==> src/rtl/adder_pkg.sv <==
// Shared types and golden model for the parallel-adder self-test sequencer.
package adder_pkg;

  localparam int WIDTH_DEF = 3;
  localparam int VEC_W     = 2*WIDTH_DEF+1;

  typedef enum logic [1:0] {
    IDLE = 2'd0,
    RUN  = 2'd1,
    DONE = 2'd2
  } state_t;

  // Operands arrive zero-extended to 32 bits so one function serves any WIDTH < 32.
  function automatic logic [32:0] golden_sum(input logic [31:0] a,
                                             input logic [31:0] b,
                                             input logic        cin);
    return {1'b0, a} + {1'b0, b} + {32'd0, cin};
  endfunction

endpackage

==> src/rtl/adder_operand_sequencer_hold_counter.sv <==
// Per-vector hold prescaler: counts 0..MAX_COUNT-1 while enabled and flags the last cycle.
module hold_counter #(
  parameter int MAX_COUNT = 1000
) (
  input  logic clk,
  input  logic rst,
  input  logic i_en,
  input  logic i_clr,
  output logic o_last
);

  localparam int CNT_W = (MAX_COUNT > 1) ? $clog2(MAX_COUNT) : 1;
  localparam logic [CNT_W-1:0] LAST = CNT_W'(MAX_COUNT-1);

  logic [CNT_W-1:0] r_cnt;
  logic             w_last;

  // The pulse is qualified by enable so a paused last cycle never samples.
  assign w_last = i_en && (r_cnt == LAST);
  assign o_last = w_last;

  always_ff @(posedge clk) begin
    if (rst || i_clr) begin
      r_cnt <= '0;
    end else if (i_en) begin
      r_cnt <= w_last ? '0 : r_cnt + 1'b1;
    end
  end

endmodule

==> src/rtl/adder_operand_sequencer.sv <==
// Sweeps {A,B,Cin} over every combination, holds each for MAX_COUNT clocks and
// checks the adder's registered {Cout,Sum} against the golden sum.
module adder_operand_sequencer
  import adder_pkg::*;
#(
  parameter int MAX_COUNT = 1000,
  parameter int WIDTH     = WIDTH_DEF
) (
  input  logic               clk,
  input  logic               rst,
  input  logic               start,
  input  logic               pause,
  output logic [WIDTH-1:0]   A,
  output logic [WIDTH-1:0]   B,
  output logic               Cin,
  input  logic [WIDTH-1:0]   Sum,
  input  logic               Cout,
  output logic               busy,
  output logic               done,
  output logic               pass,
  output logic [7:0]         err_count,
  output logic [2*WIDTH:0]   first_err_vec
);

  localparam int VW = 2*WIDTH+1;

  state_t          r_state, w_state_nxt;
  logic [VW-1:0]   r_vec, w_vec_nxt;
  logic [VW-1:0]   r_ops, w_ops_nxt;
  logic [7:0]      r_err, w_err_nxt;
  logic [VW-1:0]   r_first, w_first_nxt;
  logic            r_has_err, w_has_err_nxt;
  logic            r_busy, w_busy_nxt;
  logic            r_done, w_done_nxt;
  logic            r_pass, w_pass_nxt;

  logic            w_start_acc;
  logic            w_cnt_en;
  logic            w_last;
  logic            w_sweep_end;
  logic            w_match;
  logic [32:0]     w_gold;
  logic [32:0]     w_obs;

  assign w_start_acc = start && ((r_state == IDLE) || (r_state == DONE));
  assign w_cnt_en    = (r_state == RUN) && !pause;
  assign w_sweep_end = w_last && (r_vec == '1);

  hold_counter #(
    .MAX_COUNT (MAX_COUNT)
  ) u_hold (
    .clk    (clk),
    .rst    (rst),
    .i_en   (w_cnt_en),
    .i_clr  (w_start_acc),
    .o_last (w_last)
  );

  // Compare against the operands actually presented to the adder.
  assign w_gold  = golden_sum(32'(r_ops[WIDTH+1 +: WIDTH]), 32'(r_ops[1 +: WIDTH]), r_ops[0]);
  assign w_obs   = 33'({Cout, Sum});
  assign w_match = (w_gold == w_obs);

  always_ff @(posedge clk) begin
    if (rst) begin
      r_state <= IDLE;
    end else begin
      r_state <= w_state_nxt;
    end
  end

  always_comb begin
    w_state_nxt = r_state;
    case (r_state)
      IDLE:    if (start) w_state_nxt = RUN;
      RUN:     if (w_sweep_end) w_state_nxt = DONE;
      DONE:    if (start) w_state_nxt = RUN;
      default: w_state_nxt = IDLE;
    endcase
  end

  always_comb begin
    w_vec_nxt     = r_vec;
    w_err_nxt     = r_err;
    w_first_nxt   = r_first;
    w_has_err_nxt = r_has_err;
    if (w_start_acc) begin
      w_vec_nxt     = '0;
      w_err_nxt     = '0;
      w_first_nxt   = '0;
      w_has_err_nxt = 1'b0;
    end else if (w_last) begin
      // The final vector is not wrapped; the index rests at all-ones in DONE.
      if (!w_sweep_end) w_vec_nxt = r_vec + 1'b1;
      if (!w_match) begin
        if (r_err != 8'hFF) w_err_nxt = r_err + 8'd1;
        if (!r_has_err) begin
          w_first_nxt   = r_vec;
          w_has_err_nxt = 1'b1;
        end
      end
    end
    w_ops_nxt  = (w_state_nxt == RUN) ? w_vec_nxt : '0;
    w_busy_nxt = (r_state == RUN);
    w_done_nxt = (r_state == DONE) && !start;
    w_pass_nxt = w_done_nxt && (r_err == 8'd0);
  end

  always_ff @(posedge clk) begin
    if (rst) begin
      r_vec     <= '0;
      r_ops     <= '0;
      r_err     <= '0;
      r_first   <= '0;
      r_has_err <= 1'b0;
      r_busy    <= 1'b0;
      r_done    <= 1'b0;
      r_pass    <= 1'b0;
    end else begin
      r_vec     <= w_vec_nxt;
      r_ops     <= w_ops_nxt;
      r_err     <= w_err_nxt;
      r_first   <= w_first_nxt;
      r_has_err <= w_has_err_nxt;
      r_busy    <= w_busy_nxt;
      r_done    <= w_done_nxt;
      r_pass    <= w_pass_nxt;
    end
  end

  assign A             = r_ops[WIDTH+1 +: WIDTH];
  assign B             = r_ops[1 +: WIDTH];
  assign Cin           = r_ops[0];
  assign busy          = r_busy;
  assign done          = r_done;
  assign pass          = r_pass;
  assign err_count     = r_err;
  assign first_err_vec = r_first;

endmodule

==> config.mk <==
export PLATFORM = sky130hd
export DESIGN_NAME = adder_operand_sequencer
export DESIGN_NICKNAME = d
export VERILOG_FILES = /design/src/rtl/adder_pkg.sv /design/src/rtl/adder_operand_sequencer_hold_counter.sv /design/src/rtl/adder_operand_sequencer.sv
export SDC_FILE = /design/constraint.sdc
export NUM_CORES = 1
export LEC_CHECK = 0
export BUFFER_PORTS_ARGS = -buffer_cell sky130_fd_sc_hd__buf_2
export CORE_MARGIN = 2
export CORE_UTILIZATION = 47
export CTS_BUF_LIST = sky130_fd_sc_hd__clkbuf_16
export DETAILED_ROUTE_END_ITERATION = 12
export PLACE_DENSITY = 0.72
export SLEW_MARGIN = 10
export SYNTH_ARGS = -nofsm -noshare
export SYNTH_HDL_FRONTEND = slang
export SYNTH_SLANG_ARGS = --single-unit
==> constraint.sdc <==
create_clock -name clk -period 2.5 [get_ports clk]
set_clock_uncertainty 0.1 [all_clocks]
set_input_delay 0.25 -clock clk [delete_from_list [all_inputs] [get_ports clk]]
set_output_delay 0.25 -clock clk [all_outputs]
set_load 0.1 [all_outputs]
**After elaboration in Yosys (flattened, before gate mapping)**

Index checks and enable logic that the tools add are counted.

- Add/subtract/negate cells: 5
- Equality and inequality tests: 7
- Mux-type cells: 7
- Bitwise gates (word level): 3
- Reductions and logical operators: 18

Operator list:

| operator | count |
|---|---|
| 7-bit two-way mux | 3 |
| 10-bit by 1-bit adder with 10-bit output, second input constant | 1 |
| 10-bit == test, second input constant | 1 |
| 10-bit two-way mux | 1 |
| 8-bit by 1-bit adder with 8-bit output, second input constant | 1 |
| 8-bit logical NOT | 1 |
| 8-bit inequality test, second input constant | 1 |
| 7-bit by 1-bit adder with 7-bit output, second input constant | 1 |
| 7-bit == test, second input constant | 1 |
| 1-bit logical AND | 6 |
| 3-bit AND reduction | 2 |
| 2-bit OR reduction | 3 |
| 4-bit by 1-bit adder with 5-bit output | 1 |
| 5-bit by 4-bit == test with 1-bit output | 1 |
| 3-bit by 3-bit adder with 4-bit output | 1 |
| 2-bit by 1-bit == test with 1-bit output, second input constant | 2 |
| 2-bit two-way mux | 2 |
| 2-bit case mux with 2 select lines | 1 |
| 1-bit NOT | 3 |
| 2-bit == test, second input constant | 1 |
| 1-bit logical NOT | 2 |
| 2-bit logical NOT | 1 |
| 1-bit logical OR | 2 |
| 2-bit AND reduction | 1 |

- Input port bits: 8
- Output and inout bits: 25
- Register bits after elaboration: 45
- Logic and storage cells: 50

**Depth between registers and ports, before layout**

Gate-level depths: netlist of run 1.

- Depth after elaboration: 9
- Gate-level depth with buffers: 9
- Mapped depth without buffers: 8

**Modules after synthesis**

From an unflattened synthesis of run 1, not the netlist that was laid out.

- Cells, all modules: 230
- Area, all modules: 2033.2 µm²

Modules (own cells, without submodules):

| module | instances | seq. area each (µm²) | cells each | area each (µm²) |
|---|---|---|---|---|
| adder_operand_sequencer | 1 | 700.7 | 174 | 1544.0 |
| hold_counter | 1 | 200.2 | 56 | 489.2 |

**Worst setup path before layout of run 1**

OpenSTA, ideal clock, no wires.

- Path kind: register -> register
- Start point: register r_ops[4]
- End point: register r_err[0], in the netlist err_count[0]
- Setup time: 70 ps
- Buffers on the path: 1
- Setup slack: -741 ps
- Arrival time: 3072 ps
- Stages on the path, launching flop included: 10
- Period minus slack after synthesis: 3241 ps
- Data required time: 2330 ps
- Cell sequence: dfxtp_1 > inv_1 > fa_1 > fa_1 > xnor2_1 > xnor2_1 > o2111a_1 > clkbuf_1 > o21ai_0 > a21oi_1

- Cells in the longest elaborated chain, start to end: 5

Ends and longest elaborated chain:

| element | line | source |
|---|---|---|
| start, declared | adder_operand_sequencer.sv:29 | `logic [VW-1:0] r_ops, w_ops_nxt;` |
| start signal, assigned | adder_operand_sequencer.sv:121 | `r_ops <= w_ops_nxt;` |
| 3-bit by 3-bit adder with 4-bit output | adder_pkg.sv:17 | `return {1'b0, a} + {1'b0, b} + {32'd0, cin};` |
| 4-bit by 1-bit adder with 5-bit output | adder_pkg.sv:17 |  |
| 5-bit by 4-bit == test with 1-bit output | adder_operand_sequencer.sv:62 | `assign w_match = (w_gold == w_obs);` |
| 1-bit NOT (no line) | -- |  |
| 3-bit AND reduction (no line) | -- |  |
| end signal, assigned | adder_operand_sequencer.sv:122 | `r_err <= w_err_nxt;` |
| end, declared | adder_operand_sequencer.sv:30 | `logic [7:0] r_err, w_err_nxt;` |

Every way passes these cells.
A chain may end at the register's enable or synchronous reset.

**Worst setup path after layout of run 1**

- Start point: register r_ops[4]
- End point: register r_err[3], in the netlist err_count[3]

Same word-level chain as after synthesis.

==> results of run 1 <==
-- per-layer routing --
| metal | routed length, um | vias up |
|---|---|---|
| li1 | - | 952 |
| met2 | 2020 | 40 |
| met4 | 63 | 0 |
| met3 | 225 | 7 |
| met5 | 0 | - |
| met1 | 2130 | 878 |
-- power groups by stage --
stage	combinational (mW)	clock, mW	sequential [mW]
4_1_cts	0.0532	0.620	0.719
2_1_floorplan	0.0313	0	0.741
3_5_place_dp	0.0529	0	0.735
3_3_place_gp	0.0523	0	0.735
5_1_grt	0.0656	0.655	0.719
6_report	0.0595	0.606	0.719
-- per-stage QoR --
stage | total power, mW | TNS (ns)
2_1_floorplan | 0.772 | -0.534
4_1_cts | 1.39 | 0
6_report | 1.38 | 0
3_5_place_dp | 0.788 | 0
3_3_place_gp | 0.787 | 0
5_1_grt | 1.44 | -0.412
-- cells by family after synthesis --
family                   after synthesis
AO/OA/AOI/OAI                         53
XOR/XNOR                              16
adder cells (fa/ha/maj)                8
buffers and inverters                 20
flip-flops                            45
multiplexers                           1
AND/OR/NAND/NOR                      104
-- worst max-delay path by stage --
| stage | start | to | slack, ns | depth (start not counted) |
|---|---|---|---|---|
| after floorplan | r_ops[4] | err_count[3] | -0.06 | 7 |
| after global placement | r_ops[4] | err_count[3] | 0.1 | 7 |
| after detailed placement | r_ops[4] | err_count[3] | 0.05 | 8 |
| after CTS | r_ops[4] | err_count[3] | 0.03 | 8 |
| after global routing | r_ops[4] | err_count[2] | -0.07 | 8 |
| final | r_ops[4] | err_count[3] | 0.007 | 8 |
-- sequential cells by signal, indices dropped and copies added, names as in the netlist --
signal,flops
err_count,8
pass,1
busy,1
r_has_err,1
first_err_vec,7
done,1
r_vec,7
r_state,2
u_hold.r_cnt,10
r_ops,7
-- layout make-up --
class / count / area share, %
Inverter: 10 / 1.47
Tap cell: 52 / 2.55
Sequential cell: 45 / 35.9
Clock inverter: 3 / 0.441
Clock buffer: 5 / 4.90
Multi-Input combinational cell: 183 / 46.5
Timing Repair Buffer: 38 / 8.19
-- repair_timing --
action                                  4_1_cts  5_1_grt
endpoints found under the setup margin        0       14
gates resized for setup                       0        7
buffers inserted                              0        1
hold buffers                                  0        0
-- critical path: cells and delay by family (launching register included) --
kind | cells | cell delay, ns
buf+inv | 1 | 0.04
xor+xnor | 2 | 0.32
compound gates | 2 | 0.35
simple gates | 1 | 0.51
flops | 1 | 0.34
fa+ha+maj | 2 | 0.76
-- synth_stat cells, types with 2 or more instances --
master    count
nand3b_1      3
nand2b_1      3
fa_1          2
o21ai_0      15
nand3_1      18
nor4_1        3
nor4b_1       2
and3_1        4
nand2_1      19
ha_1          6
nor2_1       18
inv_1        10
dfxtp_1      45
a21oi_1      28
nand4_1       6
clkbuf_1      7
or3_1         4
nor3_1        9
buf_6         3
o31ai_1       3
xnor2_1       7
or4_1         4
xor2_1        9
==> key figures, run 1 <==
Place
  – Pre-CTS WS: 0.0470 ns
  – Final HPWL DP: 3.10 mm
  – Placed insts: 326
  – IO buf count: 32
  – Placer congestion estimate: 0.804
  – Placed cell areas: 0.00235 mm2

GRT
  – Grt met2 use: 28.5%
  – GR Util met3: 5.06%
  – First-pass GRT wire length: 7.48 mm
  – Grt peak-use layer: met2
  – Vias in the first global route: 1632
  – Remaining global-route overflow: 0
  – Met1 usage: 25.5%
  – Initial antenna violation count: 0
  – Largest net degree at the start of global routing: 26
  – Total Routing Usage GR: 18.6%

Layout
  – Share of cells above drive strength 1: 22.9%
  – Area grow syn2layout: 20.0%
  – Most frequent cells in the layout: 38 x dfxtp_1, 32 x buf_2, 28 x a21oi_1
  – Fin util: 58.6%
  – Reg area: 917 um2
  – Post-Layout Cell Count: 336
  – Nets: 299
  – # diodes: 0
  – Multi-input gate area: 0.00119 mm2
  – Post-route cell area: 0.00255 mm2
  – Most common cell after layout, fill and taps aside: dfxtp_1
  – FILL cells: 400

Drt
  – Via/cell ratio: 5.59
  – DR DRC count: 0
  – Final wirelength: 4.44 mm
  – DR vias: 1877
  – Initial DRT Pass Iterations: 4
  – First DRT Iteration DRCs: 154
  – WL/cell: 13.2 um
  – Post-route ant nets: 0

STA
  – Highest clock rate: 0.401 GHz
  – Worst-Margin Slew: 0.972 ns
  – RSZ-0062 raised after global routing: yes
  – Max_slew headroom: 35.2%
  – Fin. Hold Viols: 0
  – Tcrit/Tclk final: 99.7%
  – Final setup vio count: 0
  – Setup ws final: 0.00706 ns
  – Fin crit period: 2.49 ns
  – Final slew viol count: 0
  – Hold slack: 0.0766 ns

Clock tree
  – CTS sink cnt: 45
  – TritonCTS Buffers: 5
  – CTS max path bufs: 2
  – Clock root buffer: clkbuf_16
  – H-tree level count: 2
  – Register clock-pin slew on the reported worst setup and hold paths: 0.06 ns
  – CTS tree: yes
  – Clk Latency, worst-skew pair: 0.28 ns

Die
  – Die W: 71.3 um
  – Core Area: 0.00435 mm2
  – Die area: 0.00508 mm2
  – Initial Util: 48.8%
  – Vert. Die Dim: 71.3 um
  – # rows: 24
  – # IOs: 33

Setup path
  – Worst path slowest cell: or4_1
  – Critical path type: reg2reg
  – CP Max Fanout: 5
  – Worst setup EP type: register
  – Worst EP arrival: 2.59 ns
  – Cell chain of the critical path: inv_2 -> fa_2 -> fa_2 -> xnor2_2 -> xnor2_2 -> o2111a_2 -> or4_1 -> a21oi_1
  – Critical Path Source Type: register
  – Required time of the critical path: 2.60 ns
  – Critical Path Max Stage Delay: 0.51 ns
  – Reg-to-reg critical path endpoint: err_count[3]
  – R2R Path Start: r_ops[4]
  – Worst reg2reg setup slack: 0.007 ns
  – R2r worst-path depth: 8

Power
  – Share of power burned in registers: 51.9%
  – Worst vdd ir: 337 uV
  – Leakage Power: 0.944 nW
  – Sw Ratio: 20.9%
  – Internal: 1.09 mW
  – Sw power: 0.290 mW
  – PD cells: 543 mW/mm2
  – Combinational Power Share: 4.3%
  – Share of power burned in the clock network: 43.8%

Synthesis
  – Ys async rst share: 0%
  – Synth Area per Inst: 8.61 um2
  – Sequential fraction of the synthesis area: 42.4%
  – Largest family of logic cells by synthesized area: simple AND/OR/NAND/NOR gates
  – Cell taking the most area after synthesis: dfxtp_1
  – Simple-gate portion of the synthesized area: 26.7%
  – Synthesized net count: 263
  – Yosys cell types: 42
  – Synth Area in Compound Gates: 13.8%
  – Synthesized instance count: 247
  – Synth Cell Area: 0.00213 mm2
  – EDFF count, synth: 0
  – Top FF cell, synth: dfxtp_1
  – YS warnings: 0
  – Adder-Cell Fraction of Synth Area: 5.41%
  – Synth top area cells: dfxtp_1 42%, a21oi_1 6.6%, nand3_1 4.2%
  – Mux share of post-synthesis cell area: 0.471%
  – Yosys reg bits: 45
  – Xor/xnor cell area share of the yosys netlist: 6.59%
  – Yosys top cell area share: 42.4%

Worst hold path
  – Worst min-delay path endpoint: r_state[0]
  – Hold Crit Depth: 2
  – Hold path start: rst
  – Worst Hold Class: in2reg

Run status
  – Status: finished, final reports clean

Flow run
  – # Max-Cap Violations: 0
Note: power is estimated with default switching activity, not from simulation.
==> run 2: changes to the inputs <==
--- a/config.mk
+++ b/config.mk
@@ -6,11 +6,13 @@
 export NUM_CORES = 1
 export LEC_CHECK = 0
 export BUFFER_PORTS_ARGS = -buffer_cell sky130_fd_sc_hd__buf_2
+export CELL_PAD_IN_SITES_DETAIL_PLACEMENT = 1
+export CELL_PAD_IN_SITES_GLOBAL_PLACEMENT = 1
 export CORE_MARGIN = 2
-export CORE_UTILIZATION = 47
+export CORE_UTILIZATION = 38
 export CTS_BUF_LIST = sky130_fd_sc_hd__clkbuf_16
 export DETAILED_ROUTE_END_ITERATION = 12
-export PLACE_DENSITY = 0.72
+export PLACE_DENSITY = 0.76
 export SLEW_MARGIN = 10
 export SYNTH_ARGS = -nofsm -noshare
 export SYNTH_HDL_FRONTEND = slang
==> run 2 against run 1 <==
  * The run now ends with setup timing left
  * Global-route usage fell by 0.42 points
  * Design area up 0.78%
  * Non-clock buffer count rose by 1
  * Hold slack worse by 0.0031 ns
  * Flip-flop and latch count is the same
  * Combinational power grew 3%
  * Utilization is 11 points lower
  * Register-to-register slack worse by 0.05 ns
  * Cell count increased by 6.3%
  * Sequential share of layout area down 0.28 points
  * Critical path type unchanged
==> key figures, run 2 (synthesis gave the netlist of run 1 again) <==
Layout
  – Nets: 300
  – Post-route cell area: 0.00257 mm2
  – # diodes: 0
  – Most flop-heavy register: u_hold.r_cnt
  – Most common cell after layout, fill and taps aside: dfxtp_1
  – Area grow syn2layout: 21.0%
  – Multi-input gate area: 0.00117 mm2
  – Most frequent cells in the layout: 38 x dfxtp_1, 32 x buf_2, 27 x a21oi_1
  – Reg area: 917 um2
  – FILL cells: 679
  – Share of cells above drive strength 1: 23.9%
  – Max FFs per register: 10

Clock tree
  – H-tree level count: 2
  – Clock root buffer: clkbuf_16
  – Post-CTS Hold Fix Bufs: 0
  – CTS sink cnt: 45
  – Clk Latency, worst-skew pair: 0.29 ns
  – Register clock-pin slew on the reported worst setup and hold paths: 0.06 ns
  – TritonCTS Buffers: 5
  – CTS max path bufs: 2
  – CTS tree: yes

Drt
  – DR vias: 1884
  – Via/cell ratio: 5.28
  – Initial DRT Pass Iterations: 4
  – WL/cell: 15.3 um
  – First DRT Iteration DRCs: 74
  – Final wirelength: 5.45 mm
  – DR DRC count: 0
  – Post-route ant nets: 0

GRT
  – Total Routing Usage GR: 18.2%
  – Vias in the first global route: 1793
  – Remaining global-route overflow: 0
  – Initial antenna violation count: 0
  – Largest net degree at the start of global routing: 26
  – First-pass GRT wire length: 8.81 mm

Place
  – Final HPWL DP: 3.77 mm
  – Pre-CTS WS: 0.0835 ns
  – Placed cell areas: 0.00238 mm2
  – Placer congestion estimate: 0.799
  – IO buf count: 32

Die
  – Vert. Die Dim: 78.8 um
  – Core Area: 0.00544 mm2
  – # rows: 27
  – Die area: 0.00621 mm2
  – Die W: 78.8 um
  – Initial Util: 39.1%
  – # IOs: 33

STA
  – Fin crit period: 2.55 ns
  – Max_slew headroom: 59.4%
  – Worst-Margin Slew: 0.601 ns
  – Final slew viol count: 0
  – Tcrit/Tclk final: 102%
  – Fin. Hold Viols: 0
  – Highest clock rate: 0.393 GHz
  – Setup ws final: -0.0470 ns
  – RSZ-0062 raised after global routing: yes
  – Setup TNS: -0.0470 ns
  – Hold slack: 0.0735 ns
  – Final setup vio count: 1

Power
  – Share of power burned in registers: 50.5%
  – Sw Ratio: 22.8%
  – Sw power: 0.325 mW
  – Total power: 1.42 mW
  – Internal: 1.10 mW
  – PD cells: 554 mW/mm2
  – Worst vdd ir: 285 uV
  – Share of power burned in the clock network: 45.2%
  – Combinational Power Share: 4.3%
  – Leakage Power: 0.948 nW

Worst hold path
  – Worst Hold Class: in2reg

Setup path
  – Critical path type: reg2reg
  – CP Max Fanout: 5
  – Worst EP arrival: 2.66 ns
  – Critical Path Source Type: register
  – Worst setup EP type: register
  – Required time of the critical path: 2.61 ns

Flow run
  – # Max-Cap Violations: 0

Run status
  – Status: finished with violations
  – Failing checks: setup timing
## run 2: final timing paths
check                   start               end  slack, ns  depth (start not counted)
max                  r_ops[4]      err_count[3]      -0.05                          8
min                       rst        r_state[0]       0.07                          2
max reg2reg          r_ops[4]      err_count[3]      -0.05                          8
min reg2reg  first_err_vec[2]  first_err_vec[2]       0.37                          2
## run 2: routing by layer
layer	GRT usage [%]	routed length (um)
met5	0	0
met4	5.79	67
met3	4.09	248
met2	29.0	2610
met1	24.4	2520
## run 2: area by class of cell
| type | instances | share of cell area (%) |
|---|---|---|
| Multi-Input combinational cell | 183 | 45.7 |
| Sequential cell | 45 | 35.7 |
| Inverter | 10 | 1.46 |
| Clock buffer | 5 | 4.87 |
| Tap cell | 72 | 3.50 |
| Clock inverter | 3 | 0.535 |
| Timing Repair Buffer | 39 | 8.27 |
## run 2: timing repair
| action | CTS | global route |
|---|---|---|
| setup buffers | 0 | 1 |
| gates resized for setup | 0 | 5 |
| hold endpoints to repair | 0 | 0 |
| endpoints found under the setup margin | 0 | 8 |
## run 2: power groups by stage
stage	clock network [mW]	registers, mW	logic [mW]
floorplan	0	0.741	0.0313
global placement	0	0.735	0.0550
detailed placement	0	0.735	0.0561
CTS	0.658	0.719	0.0563
global route	0.693	0.719	0.0670
finish	0.644	0.719	0.0610
## run 2: critical path: stages, from the launching register on
cell and delay [ns]:
dfxtp_4 0.34, inv_2 0.03, fa_2 0.39, fa_2 0.38
xnor2_2 0.17, xnor2_2 0.16, o2111a_2 0.20, or4_1 0.51
a21oi_1 0.19
## run 2: per-stage QoR
step	instances	util, %
after floorplan	247	-
after global routing	357	47.3
after CTS	355	46.4
after global placement	347	43.8
final	357	47.3
after detailed placement	347	43.8
==> run 3: changes to the inputs <==
--- a/config.mk
+++ b/config.mk
@@ -9,10 +9,10 @@
 export CELL_PAD_IN_SITES_DETAIL_PLACEMENT = 1
 export CELL_PAD_IN_SITES_GLOBAL_PLACEMENT = 1
 export CORE_MARGIN = 2
-export CORE_UTILIZATION = 38
-export CTS_BUF_LIST = sky130_fd_sc_hd__clkbuf_16
+export CORE_UTILIZATION = 39
+export CTS_BUF_LIST = sky130_fd_sc_hd__clkbuf_4
 export DETAILED_ROUTE_END_ITERATION = 12
-export PLACE_DENSITY = 0.76
+export PLACE_DENSITY = 0.78
 export SLEW_MARGIN = 10
 export SYNTH_ARGS = -nofsm -noshare
 export SYNTH_HDL_FRONTEND = slang
==> run 3 against run 2 <==
  * The run now ends clean
  * Power shrank 13%
  * Flip-flop and latch count is the same
  * Sequential share of layout area grew 0.37 points
  * Die area shrank 2.4%
  * Wire length shrank 7.2%
  * Register-to-register slack gained 0.09 ns
  * Combinational power grew 3%
  * Fmax grew 3.7%
  * Critical endpoint is now err_count[4]
  * Largest power group unchanged
==> key figures, run 3 (synthesis gave the netlist of run 1 again) <==
Drt
  – Post-route ant nets: 0
  – DR vias: 1908
  – First DRT Iteration DRCs: 52
  – Via/cell ratio: 5.33
  – Initial DRT Pass Iterations: 4
  – WL/cell: 14.1 um
  – DR DRC count: 0
  – Final wirelength: 5.06 mm

Layout
  – Most frequent cells in the layout: 38 x dfxtp_1, 32 x buf_2, 26 x a21oi_1
  – Share of cells above drive strength 1: 25.0%
  – FILL cells: 640
  – Nets: 303
  – Most common cell after layout, fill and taps aside: dfxtp_1
  – Fin util: 49.2%
  – Most flop-heavy register: u_hold.r_cnt
  – # diodes: 0
  – Area grow syn2layout: 19.7%
  – Max FFs per register: 10

STA
  – Tcrit/Tclk final: 98.3%
  – Highest clock rate: 0.407 GHz
  – Max_slew headroom: 61.4%
  – Final slew viol count: 0
  – RSZ-0062 raised after global routing: yes
  – Fin. Hold Viols: 0
  – Worst-Margin Slew: 0.570 ns
  – Final setup vio count: 0
  – Fin crit period: 2.46 ns

Worst hold path
  – Worst Hold Class: in2reg
  – Hold Crit Depth: 4
  – Worst min-delay path endpoint: u_hold.r_cnt[1]
  – Hold path start: pause

GRT
  – Initial antenna violation count: 0
  – Vias in the first global route: 1831
  – Largest net degree at the start of global routing: 16
  – Remaining global-route overflow: 0
  – First-pass GRT wire length: 8.65 mm
  – Total Routing Usage GR: 17.8%

Setup path
  – Worst EP arrival: 2.67 ns
  – CP Max Fanout: 8
  – Worst setup EP type: register
  – R2r worst-path depth: 8
  – Required time of the critical path: 2.71 ns
  – Worst reg2reg setup slack: 0.04 ns
  – Reg-to-reg critical path endpoint: err_count[4]
  – Critical path type: reg2reg
  – Critical Path Source Type: register
  – R2R Path Start: r_ops[1]

Place
  – Final HPWL DP: 3.72 mm
  – IO buf count: 32
  – Placer congestion estimate: 0.816

Die
  – Core Area: 0.00517 mm2
  – Die W: 77.8 um
  – Initial Util: 41.1%
  – Die area: 0.00606 mm2
  – Vert. Die Dim: 77.8 um
  – # rows: 26
  – # IOs: 33

Clock tree
  – CTS max path bufs: 2
  – CTS tree: yes
  – TritonCTS Buffers: 5
  – Clock root buffer: clkbuf_4
  – Register clock-pin slew on the reported worst setup and hold paths: 0.13 ns
  – H-tree level count: 2
  – CTS sink cnt: 45
  – Clk Latency, worst-skew pair: 0.37 ns

Power
  – Total power: 1.24 mW
  – Worst vdd ir: 233 uV
  – PD cells: 486 mW/mm2
  – Leakage Power: 0.932 nW

Flow run
  – # Max-Cap Violations: 0

Run status
  – Status: finished, final reports clean
run 3: cell count changes in the layout (fill, tap and decap cells not counted), sizes merged:
cell / delta
buf: +2
bufinv: +1
clkbuf: +1
clkinv: -1
dlygate4sd3: +2
inv: -1
o2111a: -1
run 3: worst max-delay path, stage by stage (launching register included):
cell and delay (ns):
dfxtp_4 0.36, inv_2 0.04, fa_2 0.39, fa_2 0.39, xnor2_2 0.15, xnor2_2 0.14, o2111a_2 0.18, or4_1 0.52
a21oi_2 0.13
run 3: final cells by class:
type,count,area (um2),share of cell area (%)
clock buffers,6,45.0,1.77
flip-flops and latches,45,917,36.0
multi-input cells,182,1170,46.1
inverters,10,37.5,1.47
well taps,70,87.6,3.44
clock inverters,2,33.8,1.33
repair buffers,43,251,9.88
run 3: timing repair:
| action | in CTS | in global routing |
|---|---|---|
| endpoints found under the setup margin | 1 | 10 |
| endpoints found under the hold margin | 2 | 0 |
| pin swaps | 2 | 7 |
| hold buffers | 2 | 0 |
| resized for setup | 0 | 9 |
| buffers inserted | 0 | 2 |
run 3: power by group:
part / switching (mW) / leakage [nW] / internal [mW] / total (mW)
Clock: 0.236 / 0.0433 / 0.219 / 0.455
Combinational: 0.0418 / 0.521 / 0.0211 / 0.0628
Sequential: 0.00220 / 0.367 / 0.717 / 0.719
run 3: worst max-delay path by stage:
stage,from,endpoint,depth (start not counted)
after detailed placement,r_ops[4],first_err_vec[6],8
final,r_ops[1],err_count[4],8
after global routing,r_ops[1],err_count[4],8
after CTS,r_ops[4],first_err_vec[6],8
after global placement,r_ops[4],err_count[3],7
after floorplan,r_ops[4],err_count[3],7
run 3: layer usage:
layer,GRT usage (%),up-vias,share of wire (%)
met5,0,-,0
met4,5.89,0,1.5
met3,4.19,7,4.1
met2,28.9,31,48
met1,23.2,918,47
li1,-,952,-
run 3: per-stage QoR:
step	hold WS (ns)	std cells	setup slack (ns)	TNS [ns]	cell area (um2)
2_1_floorplan	0.219	247	-0.0608	-0.534	2150
3_3_place_gp	0.356	346	0.112	0	2390
3_5_place_dp	0.370	346	0.0313	0	2390
4_1_cts	0.0810	356	0.000476	0	2490
5_1_grt	0.103	358	-0.0581	-0.141	2540
6_report	0.105	358	0.0433	0	2540
